==> src/rtl/tcam_result_serializer_pkg.sv <==
// Shared frame constants, FSM encoding and entry sizing for the TCAM result
// serializer and its queue.
package tcam_result_serializer_pkg;

  localparam logic START_BIT    = 1'b1;
  localparam logic STOP_BIT     = 1'b0;
  localparam logic TYPE_LOOKUP  = 1'b0;
  localparam logic TYPE_SETDONE = 1'b1;

  typedef enum logic [2:0] {
    ST_IDLE  = 3'd0,
    ST_START = 3'd1,
    ST_TYPE  = 3'd2,
    ST_DATA  = 3'd3,
    ST_STOP  = 3'd4
  } state_e;

  // A queued result is {type, id}.
  function automatic int entry_w(input int idwid);
    return idwid + 1;
  endfunction

endpackage

==> src/rtl/tcam_result_serializer_fifo.sv <==
// Synchronous result queue with two ordered write ports (push1 lands behind
// push0 in the same cycle) and one read port; push and pop may coincide.
module result_fifo
  import tcam_result_serializer_pkg::*;
#(
  parameter int DEPTH = 4,
  parameter int WIDTH = 9,
  localparam int PTR_W = $clog2(DEPTH),
  localparam int CNT_W = PTR_W + 1
) (
  input  logic             clk,
  input  logic             rst,
  input  logic             push0,
  input  logic [WIDTH-1:0] data0,
  input  logic             push1,
  input  logic [WIDTH-1:0] data1,
  input  logic             pop,
  output logic [WIDTH-1:0] head,
  output logic             full,
  output logic             empty,
  output logic [CNT_W-1:0] count
);

  localparam logic [PTR_W-1:0] PTR_ONE = PTR_W'(1);
  localparam logic [PTR_W-1:0] PTR_TWO = PTR_W'(2);

  logic [WIDTH-1:0] mem_q [DEPTH];
  logic [PTR_W-1:0] wr_ptr_q, wr_ptr_d;
  logic [PTR_W-1:0] rd_ptr_q, rd_ptr_d;
  logic [CNT_W-1:0] count_q, count_d;

  always_comb begin
    wr_ptr_d = wr_ptr_q;
    rd_ptr_d = rd_ptr_q;
    if (push1) begin
      wr_ptr_d = wr_ptr_q + PTR_TWO;
    end else if (push0) begin
      wr_ptr_d = wr_ptr_q + PTR_ONE;
    end
    if (pop) begin
      rd_ptr_d = rd_ptr_q + PTR_ONE;
    end
    count_d = count_q + CNT_W'(push0) + CNT_W'(push1) - CNT_W'(pop);
  end

  always_ff @(posedge clk) begin
    if (rst) begin
      wr_ptr_q <= '0;
      rd_ptr_q <= '0;
      count_q  <= '0;
    end else begin
      wr_ptr_q <= wr_ptr_d;
      rd_ptr_q <= rd_ptr_d;
      count_q  <= count_d;
    end
  end

  // Storage carries no reset; occupancy alone decides what is valid.
  always_ff @(posedge clk) begin
    if (push0) begin
      mem_q[wr_ptr_q] <= data0;
    end
    if (push1) begin
      mem_q[wr_ptr_q + PTR_ONE] <= data1;
    end
  end

  assign head  = mem_q[rd_ptr_q];
  assign full  = (count_q == CNT_W'(DEPTH));
  assign empty = (count_q == '0);
  assign count = count_q;

endmodule

==> src/rtl/tcam_result_serializer.sv <==
// Turns TCAM lookup/set-done edges into queued, framed serial messages:
// START(1), TYPE, IDWID data bits MSB first, STOP(0); line idles low.
module tcam_result_serializer
  import tcam_result_serializer_pkg::*;
#(
  parameter int IDWID  = 8,
  parameter int DEPTH  = 4,
  parameter int BITDIV = 1
) (
  input  logic             clk,
  input  logic             rst,
  input  logic [IDWID-1:0] i_RuleID,
  input  logic             i_Valid,
  input  logic             i_SetDone,
  output logic             o_Serial,
  output logic             o_Busy,
  output logic             o_Overflow
);

  localparam int ENT_W = entry_w(IDWID);
  localparam int CNT_W = $clog2(DEPTH) + 1;
  localparam int DIV_W = (BITDIV > 1) ? $clog2(BITDIV) : 1;
  localparam int BIT_W = (IDWID > 1) ? $clog2(IDWID) : 1;

  localparam logic [DIV_W-1:0] DIV_LAST = DIV_W'(BITDIV - 1);
  localparam logic [DIV_W-1:0] DIV_ONE  = DIV_W'(1);
  localparam logic [BIT_W-1:0] BIT_MSB  = BIT_W'(IDWID - 1);
  localparam logic [BIT_W-1:0] BIT_ONE  = BIT_W'(1);

  logic             valid_q, valid_d;
  logic             setdone_q, setdone_d;
  logic             overflow_q, overflow_d;
  logic             serial_q, serial_d;
  logic             busy_q, busy_d;
  state_e           state_q, state_d;
  logic [DIV_W-1:0] div_q, div_d;
  logic [BIT_W-1:0] bit_q, bit_d;
  logic [ENT_W-1:0] cur_q, cur_d;

  logic             lk_ev, sd_ev;
  logic             acc_lk, acc_sd;
  logic [ENT_W-1:0] lk_entry, sd_entry;
  logic             push0, push1, pop;
  logic [ENT_W-1:0] data0;
  logic [ENT_W-1:0] fifo_head;
  logic             fifo_full, fifo_empty;
  logic [CNT_W-1:0] fifo_count;
  logic             bit_end;
  logic [IDWID-1:0] cur_id_d;

  // Stage 0: edge detection and admission into the queue
  always_comb begin
    valid_d   = i_Valid;
    setdone_d = i_SetDone;
    lk_ev     = i_Valid & ~valid_q;
    sd_ev     = i_SetDone & ~setdone_q;
    lk_entry  = {TYPE_LOOKUP, i_RuleID};
    sd_entry  = {TYPE_SETDONE, {IDWID{1'b0}}};

    // Lookup claims the first free slot; set-done only gets what is left.
    acc_lk = lk_ev & ~fifo_full;
    acc_sd = sd_ev & ((fifo_count + CNT_W'(acc_lk)) < CNT_W'(DEPTH));

    push0 = acc_lk | acc_sd;
    data0 = acc_lk ? lk_entry : sd_entry;
    push1 = acc_lk & acc_sd;

    overflow_d = overflow_q | (lk_ev & ~acc_lk) | (sd_ev & ~acc_sd);
  end

  result_fifo #(
    .DEPTH (DEPTH),
    .WIDTH (ENT_W)
  ) u_fifo (
    .clk   (clk),
    .rst   (rst),
    .push0 (push0),
    .data0 (data0),
    .push1 (push1),
    .data1 (sd_entry),
    .pop   (pop),
    .head  (fifo_head),
    .full  (fifo_full),
    .empty (fifo_empty),
    .count (fifo_count)
  );

  assign bit_end = (div_q == DIV_LAST);

  // Stage 1: framing FSM
  always_comb begin
    state_d = state_q;
    div_d   = div_q;
    bit_d   = bit_q;
    cur_d   = cur_q;
    pop     = 1'b0;

    if (state_q == ST_IDLE) begin
      div_d = '0;
      if (!fifo_empty) begin
        pop     = 1'b1;
        cur_d   = fifo_head;
        state_d = ST_START;
      end
    end else begin
      div_d = bit_end ? '0 : (div_q + DIV_ONE);
      if (bit_end) begin
        case (state_q)
          ST_START: state_d = ST_TYPE;
          ST_TYPE: begin
            state_d = ST_DATA;
            bit_d   = BIT_MSB;
          end
          ST_DATA: begin
            if (bit_q == '0) begin
              state_d = ST_STOP;
            end else begin
              bit_d = bit_q - BIT_ONE;
            end
          end
          ST_STOP: begin
            // Back-to-back frames: next START follows STOP with no idle bit.
            if (!fifo_empty) begin
              pop     = 1'b1;
              cur_d   = fifo_head;
              state_d = ST_START;
            end else begin
              state_d = ST_IDLE;
            end
          end
          default: state_d = ST_IDLE;
        endcase
      end
    end

    cur_id_d = cur_d[IDWID-1:0];
    case (state_d)
      ST_IDLE:  serial_d = 1'b0;
      ST_START: serial_d = START_BIT;
      ST_TYPE:  serial_d = cur_d[IDWID];
      ST_DATA:  serial_d = cur_id_d[bit_d];
      ST_STOP:  serial_d = STOP_BIT;
      default:  serial_d = 1'b0;
    endcase

    busy_d = (state_d != ST_IDLE) | (~fifo_empty & ~pop);
  end

  // Stage 2: registered outputs
  always_ff @(posedge clk) begin
    if (rst) begin
      state_q    <= ST_IDLE;
      div_q      <= '0;
      bit_q      <= '0;
      serial_q   <= 1'b0;
      busy_q     <= 1'b0;
      overflow_q <= 1'b0;
      valid_q    <= 1'b0;
      setdone_q  <= 1'b0;
    end else begin
      state_q    <= state_d;
      div_q      <= div_d;
      bit_q      <= bit_d;
      serial_q   <= serial_d;
      busy_q     <= busy_d;
      overflow_q <= overflow_d;
      valid_q    <= valid_d;
      setdone_q  <= setdone_d;
    end
  end

  always_ff @(posedge clk) begin
    cur_q <= cur_d;
  end

  assign o_Serial   = serial_q;
  assign o_Busy     = busy_q;
  assign o_Overflow = overflow_q;

endmodule
==> config.mk <==
export PLATFORM = sky130hd
export DESIGN_NAME = tcam_result_serializer
export DESIGN_NICKNAME = d
export VERILOG_FILES = /design/src/rtl/tcam_result_serializer_pkg.sv /design/src/rtl/tcam_result_serializer_fifo.sv /design/src/rtl/tcam_result_serializer.sv
export SDC_FILE = /design/constraint.sdc
export NUM_CORES = 1
export LEC_CHECK = 0
export CAP_MARGIN = 40
export CORE_ASPECT_RATIO = 1.75
export CORE_MARGIN = 1
export CORE_UTILIZATION = 60
export CTS_CLUSTER_DIAMETER = 200
export CTS_CLUSTER_SIZE = 30
export DETAILED_ROUTE_END_ITERATION = 8
export PLACE_DENSITY = 0.79
export SLEW_MARGIN = 10
export SYNTH_ARGS = -nofsm -noshare
export SYNTH_HDL_FRONTEND = slang
export SYNTH_HIERARCHICAL = 1
export SYNTH_SLANG_ARGS = --single-unit
==> constraint.sdc <==
create_clock -name clk -period 3.65 [get_ports clk]
set_input_delay 0.5475 -clock clk [delete_from_list [all_inputs] [get_ports clk]]
set_output_delay 0.5475 -clock clk [all_outputs]
set_load 0.02 [all_outputs]
==> results of run 1 <==
-- worst max-delay path: stages, from the launching register on --
cell	delay [ps]
dfxtp_1	470
nor3b_1	290
inv_1	60
and3_1	190
inv_1	190
o21ai_0	380
fa_1	550
fa_1	380
xnor2_1	170
xnor2_1	130
nor2_1	50
-- final timing paths --
path	from	end	slack, ps	cells past startpoint
worst max-delay path	u_fifo/count[2]$_SDFF_PP0_	u_fifo/count[2]$_SDFF_PP0_	640	10
worst min-delay path	cur_q[8]$_DFF_P_	cur_q[8]$_DFF_P_	470	1
worst max register to register	u_fifo/count[2]$_SDFF_PP0_	u_fifo/count[2]$_SDFF_PP0_	640	10
worst min register to register	cur_q[8]$_DFF_P_	cur_q[8]$_DFF_P_	470	1
-- state kept, by name, indices dropped and copies added (netlist names), named ones only --
name / count
u_fifo/mem_q: 36
o_Overflow: 1
u_fifo/wr_ptr_q: 2
o_Busy: 1
u_fifo/count: 3
div_q: 1
o_Serial: 1
valid_q: 1
u_fifo/rd_ptr_q: 2
state_q: 3
setdone_q: 1
bit_q: 3
cur_q: 9
-- placed cells by master, fill, tap and decap left out, types with 2 or more instances in the layout --
master	instances
edfxtp_1	36
and3_1	2
mux2i_1	3
nor3_2	2
buf_4	3
ha_1	7
a31oi_1	2
o21ai_0	5
and2_1	8
inv_1	13
mux2_2	9
clkinv_2	2
dfxtp_1	30
mux4_2	9
clkbuf_8	12
nand2b_1	3
nand2_8	4
mux2_4	37
o31ai_1	3
clkbuf_1	2
a21oi_1	2
fa_1	2
nand2_1	12
a22o_1	2
nor2_1	12
xnor2_1	5
conb_1	37
nor4_1	2
nor2b_1	10
clkdlybuf4s50_1	14
a211oi_1	2
-- cell type report --
type / instances / area [sq um] / share of cell area
clock inverters: 2 / 10.0 / 0.00250
flip-flops and latches: 66 / 1680 / 0.420
well taps: 76 / 95.1 / 0.0237
repair buffers: 17 / 163 / 0.0406
multi-input cells: 201 / 1840 / 0.458
clock buffers: 14 / 173 / 0.0431
inverters: 13 / 48.8 / 0.0122
-- power by group through the flow --
stage | combinational, mW | clock [mW] | sequential [mW]
6_report | 1.00 | 0.555 | 1.14
5_1_grt | 1.10 | 0.599 | 1.16
4_1_cts | 1.01 | 0.574 | 1.14
3_5_place_dp | 0.997 | 0 | 1.15
3_3_place_gp | 0.964 | 0 | 1.14
2_1_floorplan | 0.839 | 0 | 1.10
-- per-layer routing --
metal	track usage	vias up
li1	-	1002
met1	0.221	989
met2	0.433	32
met3	0.0489	11
met4	0.127	0
met5	0	-
-- metrics by stage --
step	util	instance area, sq um	power, mW
6_report	0.718	4010	2.69
5_1_grt	0.718	4010	2.86
4_1_cts	0.718	4010	2.72
3_5_place_dp	0.685	3820	2.15
3_3_place_gp	0.685	3820	2.11
2_1_floorplan	-	3620	1.94
-- cell families (layout without fill, tap and decap cells) --
family | after synthesis | in the layout | share of synthesized area
buffers and inverters | 21 | 46 | 0.0301
flip-flops | 66 | 66 | 0.482
AND/OR/NAND/NOR | 67 | 67 | 0.130
adder cells (fa/ha/maj) | 9 | 9 | 0.0366
AO/OA/AOI/OAI | 24 | 24 | 0.0488
XOR/XNOR | 6 | 6 | 0.0151
other | 2 | 37 | 0.00215
multiplexers | 58 | 58 | 0.255
==> impl_metrics.tcl, run 1 <==
set metrics [dict create \
    met2_length_mm 3.46 \
    rsz0062_at_grt "false" \
    n_antenna_cell 0 \
    first_iter_violations 61 \
    synth_most_common_cell "mux2_4" \
    dr_wl_met3_microns 164 \
    routed.top_layer "met4" \
    cts.sink_count 66 \
    worst_pin_slew_ps 906 \
    dp.final_hpwl_mm 4.24 \
    p_seq_frac 0.422 \
    ys.flop_type "edfxtp_1" \
    drt-met1-wl_mm 2.24 \
    switching_share 0.316 \
    path_clk_slew_ps 70 \
    vias 2034 \
    synth_edf_count 36 \
    fin_crit_sh 0.825 \
    nFillCells 417 \
    drc 0 \
    ys_ff_latch 66 \
    rows 36 \
    synth_cell_types 51 \
    antenna_found_initial 0 \
    grt_pass1_vias 2137 \
    irDropWorstVdd_uv 383 \
    grt_pass1_wl_mm 9.76 \
    synthArstFlopShare 0 \
    placed_cells 373 \
    via_per_inst 5.23 \
    fin_nets 329 \
    yosysWarnings 6 \
    arrival_ps 3220 \
    synth_area_leaders "edfxtp_1 31%, dfxtp_1 17%, mux2_4 16%" \
    grt_max_degree 21 \
    syn-cell-area_sq_um 3490 \
    critPathCaptureType "flip-flop" \
    timing.final.crit_period_ps 3010 \
    yosysSeqAreaShare 0.482 \
    h-tree-depth 3 \
    hold_class "flip-flop to flip-flop" \
    synth_top_area_frac 0.310 \
    outcome "completed" \
    layoutNonFillerInstCount 389 \
    p_switching_mw 0.851 \
    drive_above_1_share 0.262 \
    cts_buffer_depth 2 \
    slew_headroom 0.389 \
    die_w_microns 59.6 \
    post_cts_buffers 0 \
    synth_area_leader_cell "edfxtp_1" \
    gp_congestion 0.744 \
    clock_power_share 0.206 \
    io_pins 15 \
    initial_utilization 0.624 \
    ant_nets 0 \
    hold_buffers 0 \
    grt_use_total 0.229 \
    p_per_area_nw_per_um2 672 \
    routedWlPerCell_microns 15.4 \
    drt_first_pass_iters 4 \
    yosys-top-cells-count "37 x mux2_4, 36 x edfxtp_1, 30 x dfxtp_1" \
    gr-total-overflow 0 \
    setup_violations 0 \
    path_class "flip-flop to flip-flop" \
    hold_viol 0 \
    wirelength_mm 5.99 \
    syn2layout_area_growth_pct 14.9 \
    tns_ps 0 \
    critPathMaxFanout 8 \
    cts_resized 0 \
    cap_violations 0 \
    dieArea_sq_um 6130 \
    coreArea_sq_um 5590 \
    clk_latency_ps 340 \
    timing.hold.ws_ps 471 \
    numCtsBuffers 9 \
    p_int_mw 1.84 \
    pre_cts_slack_ps 395 \
    worst_slack_ps 637 \
    drv_slew 0 \
    chipHeight_microns 103 \
    critPathLaunchType "flip-flop" \
    combPwrFrac 0.372 \
    cp.required_ps 3850 \
    p_leak_nw 1.65 \
    syn_avg_cell_area_sq_um 13.8 \
    cts_root_buffer "clkbuf_8" \
    skew_ps 6.16 \
    max_freq_mhz 332 \
    cts_tree "done" \
    portBuffers 14 \
    synthCells 253 \
]
Power figures use the tool's default switching activity.
==> run 2: changes to the inputs <==
- clock period: 3.65 -> 2.9 ns (I/O delays scaled with it)
==> run 2 against run 1 <==
Net effect: register-to-register slack got worse by 470 ps; sequential power rose by 25%; global-route usage fell by 0.64 points; critical endpoint unchanged; highest routed layer unchanged.
==> impl_metrics.tcl, run 2 (synthesis results as in run 1) <==
set metrics [dict create \
    dp.final_hpwl_mm 4.43 \
    cts.sink_count 66 \
    max_freq_mhz 366 \
    cts_resized 0 \
    most-common-layout-cells "37 x mux2_4, 37 x conb_1, 36 x edfxtp_1" \
    setup_violations 0 \
    critPathCaptureType "flip-flop" \
    cts_tree "done" \
    hold_buffers 0 \
    die_w_microns 59.6 \
    drt_first_pass_iters 4 \
    io_pins 15 \
    arrival_ps 2970 \
    stdcell_area_sq_um 4070 \
    combPwrFrac 0.389 \
    rows 36 \
    hold_viol 0 \
    critPathMaxFanout 6 \
    clock_power_share 0.193 \
    syn2layout_area_growth_pct 16.6 \
    timing.final.crit_period_ps 2730 \
    gp_congestion 0.848 \
    grt_pass1_wl_mm 9.48 \
    worst-path-stages 13 \
    placed_cells 380 \
    vias 2073 \
    skew_ps 5.68 \
    r2r_start "u_fifo/count[2]$_SDFF_PP0_" \
    path_cells "nor3b_1 > inv_1 > and3_1 > inv_2 > nor3_4 > inv_1 > ha_1 > inv_1 > fa_1 > fa_1 > xnor2_2 > xnor2_1 > nor2_1" \
    rrSetupSlack_ps 170 \
    routedWlPerCell_microns 14.8 \
    fin_crit_sh 0.943 \
    grt_use_total 0.223 \
    crit_end "u_fifo/count[2]$_SDFF_PP0_" \
    p_leak_nw 1.68 \
    first_iter_violations 69 \
    crit_top_cell "inv_1" \
    drive_above_1_share 0.294 \
    path_class "flip-flop to flip-flop" \
    worst_slack_ps 166 \
    rr_worst_depth 13 \
    drc 0 \
    utilization 0.728 \
    p_per_area_nw_per_um2 836 \
    p_int_mw 2.31 \
    slowest_delay_ps 410 \
    path_clk_slew_ps 70 \
    crit_buf_inv 4 \
    grt_pass1_vias 2093 \
    cts_root_buffer "clkbuf_8" \
    largest-register "u_fifo/mem_q" \
    chipHeight_microns 103 \
    cts_buffer_depth 2 \
    numCtsBuffers 9 \
    fin_nets 336 \
    outcome "completed" \
    pre_cts_slack_ps -202 \
    crit_family "adder cells" \
    hold_class "flip-flop to flip-flop" \
    grt_max_degree 14 \
    clk_latency_ps 340 \
    critPathLaunchType "flip-flop" \
    drv_slew 0 \
    post_cts_buffers 0 \
    via_per_inst 5.23 \
    wirelength_mm 5.88 \
    cp.required_ps 3140 \
    p_switching_mw 1.09 \
    cp_slowest_cell "fa_1" \
    initial_utilization 0.624 \
    ant_nets 0 \
    crit_start "u_fifo/count[2]$_SDFF_PP0_" \
    dieArea_sq_um 6130 \
    cap_violations 0 \
    rsz0062_at_grt "false" \
    irDropWorstVdd_uv 420 \
    gr-total-overflow 0 \
    r2r_end "u_fifo/count[2]$_SDFF_PP0_" \
    largest_register_ffs 36 \
    top_regs "u_fifo/mem_q (36), cur_q (9)" \
    n_antenna_cell 0 \
    switching_share 0.321 \
    dpl_cell_area_sq_um 3880 \
    p_seq_frac 0.418 \
    antenna_found_initial 0 \
    h-tree-depth 3 \
    layoutNonFillerInstCount 396 \
    coreArea_sq_um 5590 \
    portBuffers 14 \
]
-- run 2: cell types whose count changed in the layout (fill, tap and decap cells not counted) --
cell and change:
nor3_4 +1, clkbuf_8 -2, inv_2 +1, dfxtp_2 +3, buf_4 +7, dfxtp_1 -3, clkinv_1 +2, xnor2_2 +1
clkbuf_1 -2, clkinvlp_4 +2, nor3_2 -1, xnor2_1 -1, inv_1 -1
-- run 2: final cells by class --
class | count | area [sq um]
inverters | 13 | 48.8
repair buffers | 24 | 215
flip-flops and latches | 66 | 1690
multi-input cells | 201 | 1850
fillers | 414 | 1520
clock buffers | 10 | 138
clock inverters | 6 | 32.5
well taps | 76 | 95.1
-- run 2: metrics by stage --
stage | hold WS [ps] | total power [mW] | TNS [ps]
after floorplan | 443 | 2.44 | 0
after global placement | 457 | 2.69 | -37.7
after detailed placement | 466 | 2.75 | -202
after CTS | 481 | 3.42 | 0
after global routing | 491 | 3.62 | 0
final | 481 | 3.40 | 0
-- run 2: metal layers --
metal,up-vias,global-route usage,share of wire
met5,-,0,0
met3,6,0.0527,0.028
met1,1018,0.213,0.37
met4,0,0.118,0.017
met2,29,0.422,0.58
li1,1020,-,-
-- run 2: worst min path at each step --
stage	start	to	slack [ps]	cells past startpoint
floorplan	cur_q[8]$_DFF_P_	cur_q[8]$_DFF_P_	440	1
global placement	cur_q[3]$_DFF_P_	cur_q[3]$_DFF_P_	460	1
detailed placement	cur_q[2]$_DFF_P_	cur_q[2]$_DFF_P_	470	1
CTS	cur_q[2]$_DFF_P_	cur_q[2]$_DFF_P_	480	1
global route	cur_q[2]$_DFF_P_	cur_q[2]$_DFF_P_	490	1
finish	cur_q[7]$_DFF_P_	cur_q[7]$_DFF_P_	480	1
-- run 2: power by group through the flow --
stage	Sequential, mW	Combinational (mW)	Clock [mW]
final	1.42	1.32	0.655
after floorplan	1.38	1.06	0
after detailed placement	1.44	1.31	0
after global routing	1.45	1.45	0.717
after CTS	1.42	1.32	0.674
after global placement	1.43	1.27	0
==> run 3: changes to the inputs <==
- CORE_UTILIZATION: 60 -> 25
- PLACE_DENSITY: 0.79 -> unset
==> run 3 against run 2 <==
Net effect: final area grew 6.6%; flip-flop and latch count unchanged; wire length increased by 6.4%; power increased by 14%; critical path depth unchanged; sequential share of layout area decreased by 2.6 points; setup slack improved by 17 ps; non-clock buffer count unchanged; via count decreased by 3.9%; critical endpoint unchanged; largest power group unchanged; highest routed layer unchanged.
==> impl_metrics.tcl, run 3 (synthesis results as in run 1) <==
set metrics [dict create \
    outcome "completed" \
    p_int_mw 2.73 \
    cp_slowest_cell "fa_1" \
    gr-total-overflow 0 \
    layoutNonFillerInstCount 494 \
    skew_ps 4.81 \
    initial_utilization 0.258 \
    cts.sink_count 66 \
    largest-register "u_fifo/mem_q" \
    placed_cells 478 \
    grt_max_degree 14 \
    critPathCaptureType "flip-flop" \
    grt_use_total 0.0977 \
    timing.final.crit_period_ps 2720 \
    drt_first_pass_iters 4 \
    n_antenna_cell 0 \
    pre_cts_slack_ps -134 \
    via_per_inst 4.03 \
    post_cts_buffers 0 \
    slowest_delay_ps 390 \
    path_class "flip-flop to flip-flop" \
    irDropWorstVdd_uv 393 \
    dieArea_sq_um 14400 \
    clock_power_share 0.302 \
    crit_top_cell "inv_1" \
    first_iter_violations 82 \
    drv_slew 0 \
    p_per_area_nw_per_um2 897 \
    path_cells "nor3b_2 > inv_1 > and3_1 > inv_2 > nor3_2 > inv_1 > ha_1 > inv_1 > fa_1 > fa_1 > xnor2_1 > xnor2_1 > nor2_1" \
    h-tree-depth 3 \
    routedWlPerCell_microns 12.7 \
    timing.hold.ws_ps 471 \
    combPwrFrac 0.334 \
    switching_share 0.298 \
    grt_pass1_wl_mm 10.7 \
    setup_violations 0 \
    crit_family "adder cells" \
    largest_register_ffs 36 \
    top_regs "u_fifo/mem_q (36), cur_q (9)" \
    rows 56 \
    cts_tree "done" \
    io_pins 15 \
    chipHeight_microns 158 \
    hold_class "flip-flop to flip-flop" \
    path_clk_slew_ps 50 \
    gp_congestion 0.759 \
    most-common-layout-cells "37 x mux2_4, 37 x conb_1, 36 x edfxtp_1" \
    numCtsBuffers 9 \
    fin_nets 336 \
    antenna_found_initial 0 \
    drc 0 \
    clk_latency_ps 330 \
    vias 1992 \
    cp.required_ps 3120 \
    p_leak_nw 1.74 \
    drive_above_1_share 0.294 \
    wirelength_mm 6.25 \
    critPathMaxFanout 6 \
    nFillCells 1343 \
    critPathLaunchType "flip-flop" \
    cts_root_buffer "clkbuf_16" \
    ant_nets 0 \
    portBuffers 14 \
    dp.final_hpwl_mm 4.86 \
    p_switching_mw 1.16 \
    grt_pass1_vias 2175 \
    hold_viol 0 \
    coreArea_sq_um 13500 \
    max_freq_mhz 368 \
    hold_buffers 0 \
    rsz0062_at_grt "false" \
    cts_buffer_depth 2 \
    die_w_microns 91.3 \
    p_seq_frac 0.364 \
    worst_slack_ps 183 \
    cap_violations 0 \
    fin_crit_sh 0.937 \
    syn2layout_area_growth_pct 24.3 \
    arrival_ps 2930 \
    crit_buf_inv 4 \
]
==> run 3: final cells by class <==
class                   instances  area [sq um]  share of cell area
well taps                     174           218              0.0502
clock buffers                   9           225              0.0520
multi-input cells             201          1840               0.425
flip-flops and latches         66          1680               0.388
repair buffers                 24           215              0.0497
clock inverters                 7           103              0.0237
inverters                      13          48.8              0.0113
==> run 3: power groups by stage <==
stage / Clock (mW) / Sequential, mW / Combinational, mW
finish: 1.17 / 1.42 / 1.30
global route: 1.24 / 1.45 / 1.44
CTS: 1.21 / 1.42 / 1.32
detailed placement: 0 / 1.44 / 1.31
global placement: 0 / 1.42 / 1.28
floorplan: 0 / 1.38 / 1.06
==> run 3: worst reg2reg max path, delay by kind of cell (launching register included) <==
family | cells | cell delay, ps
xor+xnor | 2 | 340
buf+inv | 4 | 240
fa+ha+maj | 3 | 1040
flops | 1 | 350
simple gates | 4 | 620
==> run 3: repair_timing <==
action                     CTS  global route
setup endpoints to repair    0             1
resized for setup            0             1
hold endpoints to repair     0             0
==> run 3: path summary, 6_finish.rpt <==
check | start | endpoint | slack [ps] | depth (start not counted)
min reg2reg | cur_q[6]$_DFF_P_ | cur_q[6]$_DFF_P_ | 470 | 1
max reg2reg | u_fifo/count[2]$_SDFF_PP0_ | u_fifo/count[2]$_SDFF_PP0_ | 180 | 13
max | u_fifo/count[2]$_SDFF_PP0_ | u_fifo/count[2]$_SDFF_PP0_ | 180 | 13
min | cur_q[6]$_DFF_P_ | cur_q[6]$_DFF_P_ | 470 | 1
==> run 3: per-stage QoR <==
stage | total power [mW] | util | instance area (sq um) | setup TNS (ps)
final | 3.89 | 0.321 | 4330 | 0
after global routing | 4.13 | 0.321 | 4330 | 0
after global placement | 2.70 | 0.296 | 4000 | -60.2
after CTS | 3.95 | 0.320 | 4330 | 0
after floorplan | 2.44 | - | 3630 | 0
after detailed placement | 2.75 | 0.296 | 4000 | -134
==> run 3: per-layer routing <==
layer	global-route usage	up-vias	share of wire
met2	0.195	20	0.59
met5	0	-	0
met1	0.0907	947	0.36
li1	-	1010	-
met4	0.0620	0	0.031
met3	0.0149	15	0.016
